## config.mk

```make
export PLATFORM = sky130hd
export DESIGN_NAME = regfile_scb_flat
export DESIGN_NICKNAME = d
export VERILOG_FILES = /design/src/rtl/regfile_scb_pkg.sv /design/src/rtl/regfile_scb_if.sv /design/src/rtl/regfile_scb_pend_ctr.sv /design/src/rtl/regfile_scb.sv /design/src/flat_wrapper.sv
export SDC_FILE = /design/constraint.sdc
export NUM_CORES = 1
export LEC_CHECK = 0
export ABC_AREA = 1
export BUFFER_PORTS_ARGS = -buffer_cell sky130_fd_sc_hd__buf_2
export CAP_MARGIN = 15
export CORE_UTILIZATION = 50
export CTS_BUF_LIST = sky130_fd_sc_hd__clkbuf_16
export DETAILED_ROUTE_END_ITERATION = 8
export PLACE_DENSITY = 0.66
export SLEW_MARGIN = 25
export SYNTH_ARGS = -nofsm -noshare
export SYNTH_HDL_FRONTEND = slang
export SYNTH_HIERARCHICAL = 1
export SYNTH_SLANG_ARGS = --single-unit
```

## constraint.sdc

```tcl
create_clock -name clk -period 2.7 [get_ports clk]
set_clock_uncertainty 0.05 [all_clocks]
set_input_delay 0.135 -clock clk [delete_from_list [all_inputs] [get_ports clk]]
set_output_delay 0.135 -clock clk [all_outputs]
set_load 0.05 [all_outputs]
```

## src/rtl/regfile_scb_pkg.sv

```systemverilog
// regfile_scb: shared defaults, pending-counter type and register reset value.
// Optional same-cycle writeback bypass: define REGFILE_SCB_WB_BYPASS_EN.
package regfile_scb_pkg;
  localparam int DATA_W_DEF   = 32;
  localparam int ADDR_W_DEF   = 4;
  localparam int NUM_REGS_DEF = 15;
  localparam int PEND_W_DEF   = 2;
  localparam int NUM_RD_DEF   = 2;

  typedef logic [PEND_W_DEF-1:0] pend_t;

  function automatic logic [63:0] reg_rst_val(
    input int unsigned idx
  );
    return 64'(idx);
  endfunction
endpackage

```

## src/rtl/regfile_scb_if.sv

```systemverilog
// regfile_scb: read, writeback and reservation bus.
// master drives addresses/requests, slave is the register file.
interface regfile_scb_if
  import regfile_scb_pkg::*;
#(
  parameter int DATA_W = DATA_W_DEF,
  parameter int ADDR_W = ADDR_W_DEF,
  parameter int NUM_RD = NUM_RD_DEF
);
  logic [NUM_RD-1:0][ADDR_W-1:0] rd_addr;
  logic [NUM_RD-1:0][DATA_W-1:0] rd_data;
  logic [NUM_RD-1:0]             rd_busy;
  logic                          wb_en;
  logic [ADDR_W-1:0]             wb_addr;
  logic [DATA_W-1:0]             wb_data;
  logic                          set_en;
  logic [ADDR_W-1:0]             set_addr;
  logic                          set_ready;

  modport master (
    output rd_addr, wb_en, wb_addr, wb_data,
    output set_en, set_addr,
    input  rd_data, rd_busy, set_ready
  );

  modport slave (
    input  rd_addr, wb_en, wb_addr, wb_data,
    input  set_en, set_addr,
    output rd_data, rd_busy, set_ready
  );
endinterface

```

## src/rtl/regfile_scb_pend_ctr.sv

```systemverilog
// regfile_scb: per-register pending-write counter.
// inc and dec together leave the count unchanged.
module regfile_pend_ctr #(
  parameter int PEND_W = 2
) (
  input  logic              clk,
  input  logic              rst_n,
  input  logic              inc,
  input  logic              dec,
  output logic [PEND_W-1:0] count,
  output logic              saturated
);
  assign saturated = &count;

  always_ff @(posedge clk or negedge rst_n) begin
    if (!rst_n) begin
      count <= '0;
    end else if (inc && !dec && !saturated) begin
      count <= count + PEND_W'(1);
    end else if (dec && !inc && count != '0) begin
      count <= count - PEND_W'(1);
    end
  end
endmodule

```

## src/rtl/regfile_scb.sv

```systemverilog
// regfile_scb: register file with per-register pending-write scoreboard.
// Define REGFILE_SCB_WB_BYPASS_EN to forward same-cycle writeback to reads.
module regfile_scb
  import regfile_scb_pkg::*;
#(
  parameter int DATA_W   = DATA_W_DEF,
  parameter int NUM_REGS = NUM_REGS_DEF,
  parameter int ADDR_W   = ADDR_W_DEF,
  parameter int NUM_RD   = NUM_RD_DEF,
  parameter int PEND_W   = PEND_W_DEF
) (
  input logic          clk,
  input logic          rst_n,
  regfile_scb_if.slave bus
);
  localparam logic [ADDR_W:0] NREGS = (ADDR_W+1)'(NUM_REGS);

  logic [DATA_W-1:0] regs [NUM_REGS];
  logic [PEND_W-1:0] pend [NUM_REGS];
  logic [NUM_REGS-1:0] sat;
  logic [NUM_REGS-1:0] inc;
  logic [NUM_REGS-1:0] dec;
  logic wb_ok;
  logic set_sat;
  logic [NUM_RD-1:0][DATA_W-1:0] rd_data;
  logic [NUM_RD-1:0] rd_busy;

  assign wb_ok = bus.wb_en && ({1'b0, bus.wb_addr} < NREGS);

  always_ff @(posedge clk or negedge rst_n) begin
    if (!rst_n) begin
      for (int i = 0; i < NUM_REGS; i++)
        regs[i] <= DATA_W'(reg_rst_val(i));
    end else begin
      for (int i = 0; i < NUM_REGS; i++)
        if (wb_ok && bus.wb_addr == ADDR_W'(i))
          regs[i] <= bus.wb_data;
    end
  end

  // Out-of-range set_addr reads as ready; the set itself matches no counter.
  always_comb begin
    set_sat = 1'b0;
    for (int i = 0; i < NUM_REGS; i++)
      if (bus.set_addr == ADDR_W'(i))
        set_sat = sat[i];
  end

  assign bus.set_ready = ~set_sat;

  for (genvar g = 0; g < NUM_REGS; g++) begin : g_ctr
    assign inc[g] = bus.set_en && !set_sat &&
                    bus.set_addr == ADDR_W'(g);
    assign dec[g] = wb_ok && bus.wb_addr == ADDR_W'(g);

    regfile_pend_ctr #(
      .PEND_W(PEND_W)
    ) u_ctr (
      .clk      (clk),
      .rst_n    (rst_n),
      .inc      (inc[g]),
      .dec      (dec[g]),
      .count    (pend[g]),
      .saturated(sat[g])
    );
  end

`ifdef REGFILE_SCB_WB_BYPASS_EN
  logic fwd_busy;

  // Busy as it will be after this edge's decrement.
  always_comb begin
    fwd_busy = 1'b0;
    for (int i = 0; i < NUM_REGS; i++)
      if (dec[i])
        fwd_busy = inc[i] ? (pend[i] != '0)
                          : (pend[i] > PEND_W'(1));
  end
`endif

  always_comb begin
    for (int k = 0; k < NUM_RD; k++) begin
      rd_data[k] = '0;
      rd_busy[k] = 1'b0;
      for (int i = 0; i < NUM_REGS; i++) begin
        if (bus.rd_addr[k] == ADDR_W'(i)) begin
          rd_data[k] = regs[i];
          rd_busy[k] = pend[i] != '0;
        end
      end
`ifdef REGFILE_SCB_WB_BYPASS_EN
      if (wb_ok && rst_n &&
          bus.wb_addr == bus.rd_addr[k]) begin
        rd_data[k] = bus.wb_data;
        rd_busy[k] = fwd_busy;
      end
`endif
    end
  end

  assign bus.rd_data = rd_data;
  assign bus.rd_busy = rd_busy;
endmodule

```

## src/flat_wrapper.sv

```systemverilog
// flat-port wrapper written by rule: the top's interface ports become plain ports
module regfile_scb_flat import regfile_scb_pkg::*;
#(
  parameter int DATA_W   = DATA_W_DEF,
  parameter int NUM_REGS = NUM_REGS_DEF,
  parameter int ADDR_W   = ADDR_W_DEF,
  parameter int NUM_RD   = NUM_RD_DEF,
  parameter int PEND_W   = PEND_W_DEF
)
  (clk, rst_n, bus_rd_addr, bus_wb_en, bus_wb_addr, bus_wb_data, bus_set_en, bus_set_addr, bus_rd_data, bus_rd_busy, bus_set_ready);
  regfile_scb_if #(.DATA_W(DATA_W), .ADDR_W(ADDR_W), .NUM_RD(NUM_RD)) bus_i ();
  input logic clk;
  input logic rst_n;
  input wire logic [$bits(bus_i.rd_addr)-1:0] bus_rd_addr;
  input wire logic [$bits(bus_i.wb_en)-1:0] bus_wb_en;
  input wire logic [$bits(bus_i.wb_addr)-1:0] bus_wb_addr;
  input wire logic [$bits(bus_i.wb_data)-1:0] bus_wb_data;
  input wire logic [$bits(bus_i.set_en)-1:0] bus_set_en;
  input wire logic [$bits(bus_i.set_addr)-1:0] bus_set_addr;
  output wire logic [$bits(bus_i.rd_data)-1:0] bus_rd_data;
  output wire logic [$bits(bus_i.rd_busy)-1:0] bus_rd_busy;
  output wire logic [$bits(bus_i.set_ready)-1:0] bus_set_ready;
  assign bus_i.rd_addr = bus_rd_addr;
  assign bus_i.wb_en = bus_wb_en;
  assign bus_i.wb_addr = bus_wb_addr;
  assign bus_i.wb_data = bus_wb_data;
  assign bus_i.set_en = bus_set_en;
  assign bus_i.set_addr = bus_set_addr;
  assign bus_rd_data = bus_i.rd_data;
  assign bus_rd_busy = bus_i.rd_busy;
  assign bus_set_ready = bus_i.set_ready;
  regfile_scb #(.DATA_W(DATA_W), .NUM_REGS(NUM_REGS), .ADDR_W(ADDR_W), .NUM_RD(NUM_RD), .PEND_W(PEND_W)) u_core (.clk(clk), .rst_n(rst_n), .bus(bus_i));
endmodule
```

### Yosys cells after proc, flatten, opt, wreduce, memory -nomap -nowiden

Index checks and enable logic that the tools add are counted.

* register bits: 510
* input port bits: 52
* output and inout bits: 67
* word-level logic and storage cells: 410

* add/subtract/negate cells: 30
* magnitude comparators: 1
* equal/unequal tests: 56
* muxes and demuxes: 105
* bitwise logic cells: 1
* reductions and logical operators: 187

Operator list (number)
* 32-bit two-way mux: 30
* 4-bit == test, second input constant: 28
* 1-bit logical AND: 92
* 4-bit by 3-bit == test with 1-bit output, second input constant: 16
* 2-bit two-way mux: 30
* 2-bit nonzero test: 30
* 1-bit zero test: 46
* 1-bit two-way mux: 45
* 4-bit by 2-bit == test with 1-bit output, second input constant: 8
* 2-bit by 1-bit adder with 2-bit output, second input constant: 15
* 2-bit AND reduction: 15
* 2-bit by 1-bit subtractor with 2-bit output, second input constant: 15
* 4-bit by 1-bit == test with 1-bit output, second input constant: 4
* 4-bit zero test: 4
* 4-bit < comparator, second input constant: 1
* 1-bit NOT: 1

### Depth between registers and ports, before layout

* depth in word-level cells: 24
* depth in mapped cells: 18
* mapped depth without buffers: 17

### By module

The synthesis kept the hierarchy.

By module, submodules not included
* regfile_scb: times used 1, cells an instance 3479, area each 25010.2 µm², sequential area each 12046.6 µm²
* regfile_pend_ctr: times used 15, cells an instance 22, area each 128.9 µm², sequential area each 50.0 µm²

### Worst setup path after synthesis

No wires, ideal clock.

* path kind: reg2reg
* start point: register u_core.g_ctr[0].u_ctr.count[0]
* end point: register u_core.g_ctr[5].u_ctr.count[0]
* library setup time: 116 ps
* arrival: 1743 ps
* required time: 2534 ps
* slack: 790 ps
* stages on the path, launching flop included: 18
* path buffers: 1
* clock period less this slack: 1910 ps
* path through: dfrtp_1 > nand2_1 > inv_1 > nand3_1 > nand4_1 > nor2_1 > nand4_1 > nand2_1 > nand4_1 > nand2_1 > nand4_2 > buf_4 > nor2_1 > nor2_1 > nand2_1 > nand2_1 > nand2_1 > nand2_1

* cells in the longest elaborated chain, start to end: 23
* elaborated cells between the ends (all ways): 26
* those cells by class: mux (16); reduce/logical (10)

Ends and longest elaborated chain
* start: declaration: RTL line regfile_scb_pend_ctr.sv:10 `output logic [PEND_W-1:0] count,`
* start signal: assignment: RTL line regfile_scb_pend_ctr.sv:19 `count <= count + PEND_W'(1);`
* start signal: assignment: RTL line regfile_scb_pend_ctr.sv:21 `count <= count - PEND_W'(1);`
* 2-bit AND reduction (*): RTL line regfile_scb_pend_ctr.sv:13 `assign saturated = &count;`
* via u_core.sat[0]: RTL line regfile_scb.sv:20 `logic [NUM_REGS-1:0] sat;`
* 1-bit two-way mux (*) (15 in a row): RTL line regfile_scb.sv:45 `if (bus.set_addr == ADDR_W'(i))`
* 1-bit zero test (*): RTL line regfile_scb.sv:52 `assign inc[g] = bus.set_en && !set_sat &&`
* 1-bit logical AND (*) (2 in a row): RTL line regfile_scb.sv:52
* via u_core.inc[5]: RTL line regfile_scb.sv:21 `logic [NUM_REGS-1:0] inc;`
* 1-bit zero test: RTL line regfile_scb_pend_ctr.sv:20 `end else if (dec && !inc && count != '0) begin`
* 1-bit logical AND (2 in a row): RTL line regfile_scb_pend_ctr.sv:20
* 2-bit nonzero test (no line)
* end signal: assignment: RTL line regfile_scb_pend_ctr.sv:19
* end signal: assignment: RTL line regfile_scb_pend_ctr.sv:21
* end: declaration: RTL line regfile_scb_pend_ctr.sv:10

Mark *: on every way through the listed nets, which the timed path passes. The rest lies on a longest branch.
A chain may end at the register's enable or synchronous reset.

### Worst setup path after layout

* start point: register u_core/regs[475] in the netlist's numbering
* end point: output port bus_rd_data[27]

* cells in the longest elaborated chain, start to end: 15

Ends and longest elaborated chain
* start: declaration: RTL line regfile_scb.sv:18 `logic [DATA_W-1:0] regs [NUM_REGS];`
* start signal: indexed assignment: RTL line regfile_scb.sv:33 `regs[i] <= DATA_W'(reg_rst_val(i));`
* start signal: indexed assignment: RTL line regfile_scb.sv:37 `regs[i] <= bus.wb_data;`
* 32-bit two-way mux (15 in a row): RTL line regfile_scb.sv:86 `if (bus.rd_addr[k] == ADDR_W'(i)) begin`
* end: declaration: RTL line flat_wrapper.sv:20 `output wire logic [$bits(bus_i.rd_data)-1:0] bus_rd_data;`

Every way passes these cells.

==> qor.yml <==
status:
  status: "finished with violations"
  violations: "DRC"
timing:
  relSlewSlack_pct: 48.8
  fin_crit_ps: 2660
  setup_viol: 0
  rsz0062_at_grt: "true"
  fmax_mhz: 376
  tightest_slew_ps: 767
  finalHoldViolCount: 0
  final_max_slew_viol_count: 0
  holdWs_ps: 18.0
  finalWorstSetupSlack_ps: 38.9
  fin_crit_sh_pct: 98.6
placement:
  port_buffers: 118
  post-place-cells: 4517
  gp_congestion: 0.999
  place_ws_ps: 224
  dp_hpwl_mm: 65.9
synth:
  ys_ff_latch: 510
  synth_ff_type: "dfrtp_1"
  yosysWarnings: 6
  synth_seq_area_share_pct: 47.5
  synthTopCellsByArea: "dfrtp_1 (45%), nand2_1 (16%), o21ai_0 (6.9%)"
  synth_cell_type_count: 29
  synth_area_um2: 26900
  yosysMostFrequentCell: "nand2_1"
  avgSynthCellArea_um2: 7.07
  synthArstFlopShare_pct: 100
  synth_top_cell_by_area: "dfrtp_1"
  synth_top_area_share_pct: 44.8
  synthesis.nets: 3861
  synth_common_cells: "nand2_1 (1,173), dfrtp_1 (482), nor2_1 (479), o21ai_0 (369), inv_1 (362)"
  syn_inst: 3809
  synth_edf_count: 0
power_and_ir_drop:
  p_seq_share_pct: 45.9
  combPwrFrac_pct: 22.7
  power_per_cell_area_nw_per_um2: 750
  ir_drop_v: 0.000596
  p_clk_share_pct: 31.4
  p_int_mw: 15.3
  total_power_mw: 23.5
  power.share.switching_pct: 34.7
  p_leak_nw: 14.3
  switching_power_mw: 8.15
worst_setup_path:
  start_kind: "flop"
  worst_ep_arrival_time_ps: 2480
  cp-end-kind: "output pin"
  critical_path_class: "reg2out"
  cp_max_fo: 3
  critPathRequiredTime_ps: 2520
cts:
  cts_buffers: 56
  cts.sinks: 510
  h-tree-depth: 2
  cts_tree: "yes"
  clock-root-buffer: "clkbuf_16"
  clk_path_buf_depth: 3
  clk_pin_slew_ps: 60
  clkLatencyLatePin_ps: 620
drt:
  wl_mm: 94.7
  drt.antenna.violating_nets: 0
  drtPass1Iterations: 8
  wire_per_inst_um: 20.3
  drtIter0Drc: 3409
  vias: 26200
  routed_via_density: 5.63
  drc: 4
global_route:
  grt_pass1_vias: 23400
  grt_overflow: 0
  antenna_found_initial: 0
  grt_max_degree: 75
  grtUsageTotal_pct: 34.9
  grt_pass1_wl_mm: 143
layout:
  ff_latch_area_um2: 12800
  nFillCells: 4916
  fin_nets: 3975
  final_cells: 4654
  final_layout_size_suffix_gt1_share_pct: 12.1
  diodes: 0
  areaGrowthSynthToFinish_pct: 16.2
  multiInputGateArea_um2: 12200
floorplanning:
  initial_core_util_pct: 51.0
  die_h_um: 234
  die_w_um: 234
  die_area_um2: 54800
  io-pin-count: 119
  placement_rows: 84
  core-area_um2: 52900
job:
  drv_cap: 0
hold_path:
  hp-class: "in2async"
==> critical path, cell delays in order, from the launching register on <==
cell and delay, ps:
dfrtp_1 360, inv_1 90, o21ai_0 90, nor3_1 150, buf_4 170, nand4_1 110
o21ai_0 210, nand4_1 140, nor2_1 180, nand4_1 130, buf_2 240
==> sequential cells by signal, indices dropped and copies added, names as in the netlist <==
register and flops:
u_core/g_ctr.u_ctr/count 30, u_core/regs 480
==> final timing paths <==
| check | cells after the start | from | endpoint | slack [ps] |
|---|---|---|---|---|
| setup / recovery | 10 | u_core/regs[475] | bus_rd_data[27] | 40 |
| hold / removal | 2 | rst_n | u_core/regs[363] | 20 |
| setup reg to reg | 16 | u_core/g_ctr[0].u_ctr/count[0] | u_core/g_ctr[3].u_ctr/count[0] | 390 |
| hold reg to reg | 2 | u_core/regs[99] | u_core/regs[99] | 450 |
| max in group asynchronous | 3 | rst_n | u_core/regs[290] | 1750 |
| min in group clk | 8 | bus_set_addr[1] | u_core/g_ctr[0].u_ctr/count[1] | 40 |
==> cells by family after synthesis <==
group	share of synthesized area [%]
simple gates	30.1
compound gates	13.6
flops	47.5
buf+inv	8.71
==> layout by cell type (no fill, tap or decap), drive strengths merged, types with 28 or more instances in the layout <==
master	n
dfrtp	482
a21oi	296
nand4	172
dfstp	28
or2	31
buf	236
nor3	32
o21ai	386
clkinv	30
nor2	489
nand3	74
inv	399
dlygate4sd3	35
nand2	1176
clkbuf	58
==> what timing repair did <==
action                                 in CTS  in global routing
endpoints found under the hold margin     664                  0
resized for setup                           6                126
hold buffers                               35                  0
setup endpoints to repair                   4                 61
buffers inserted                            0                  1
pin swaps                                   0                 45
==> power by group through the flow <==
stage	sequential, mW	clock (mW)	combinational, mW
4_1_cts	10.7	7.46	5.13
3_5_place_dp	10.8	0	5.06
2_1_floorplan	10.5	0	3.51
3_3_place_gp	10.8	0	4.97
5_1_grt	11.0	7.74	5.91
6_report	10.8	7.37	5.33
==> metrics by stage <==
step / TNS (ps) / util, % / instance area, µm²
6_report: 0 / 59.2 / 31300
5_1_grt: -275 / 59.2 / 31300
4_1_cts: 0 / 58.6 / 31000
3_5_place_dp: 0 / 54.6 / 28900
3_3_place_gp: 0 / 54.6 / 28900
2_1_floorplan: 0 / - / 26900
==> routing by layer <==
layer	up-vias	global-route usage, %	share of wire [%]
met1	12200	53.2	44
met5	-	0	0
met4	0	7.73	1.7
met2	1498	47.5	40
met3	108	11.4	14
li1	12400	-	-
==> final cells by class <==
class                      instances  share of cell area (%)
clock buffer                      56                    4.48
clock inverter                    45                    1.03
inverter                         388                    4.65
multi-input combinational       2694                    38.9
sequential                       510                    40.9
tap                              688                    2.75
timing repair buffer             273                    7.30
(Power assumes the default switching activity.)
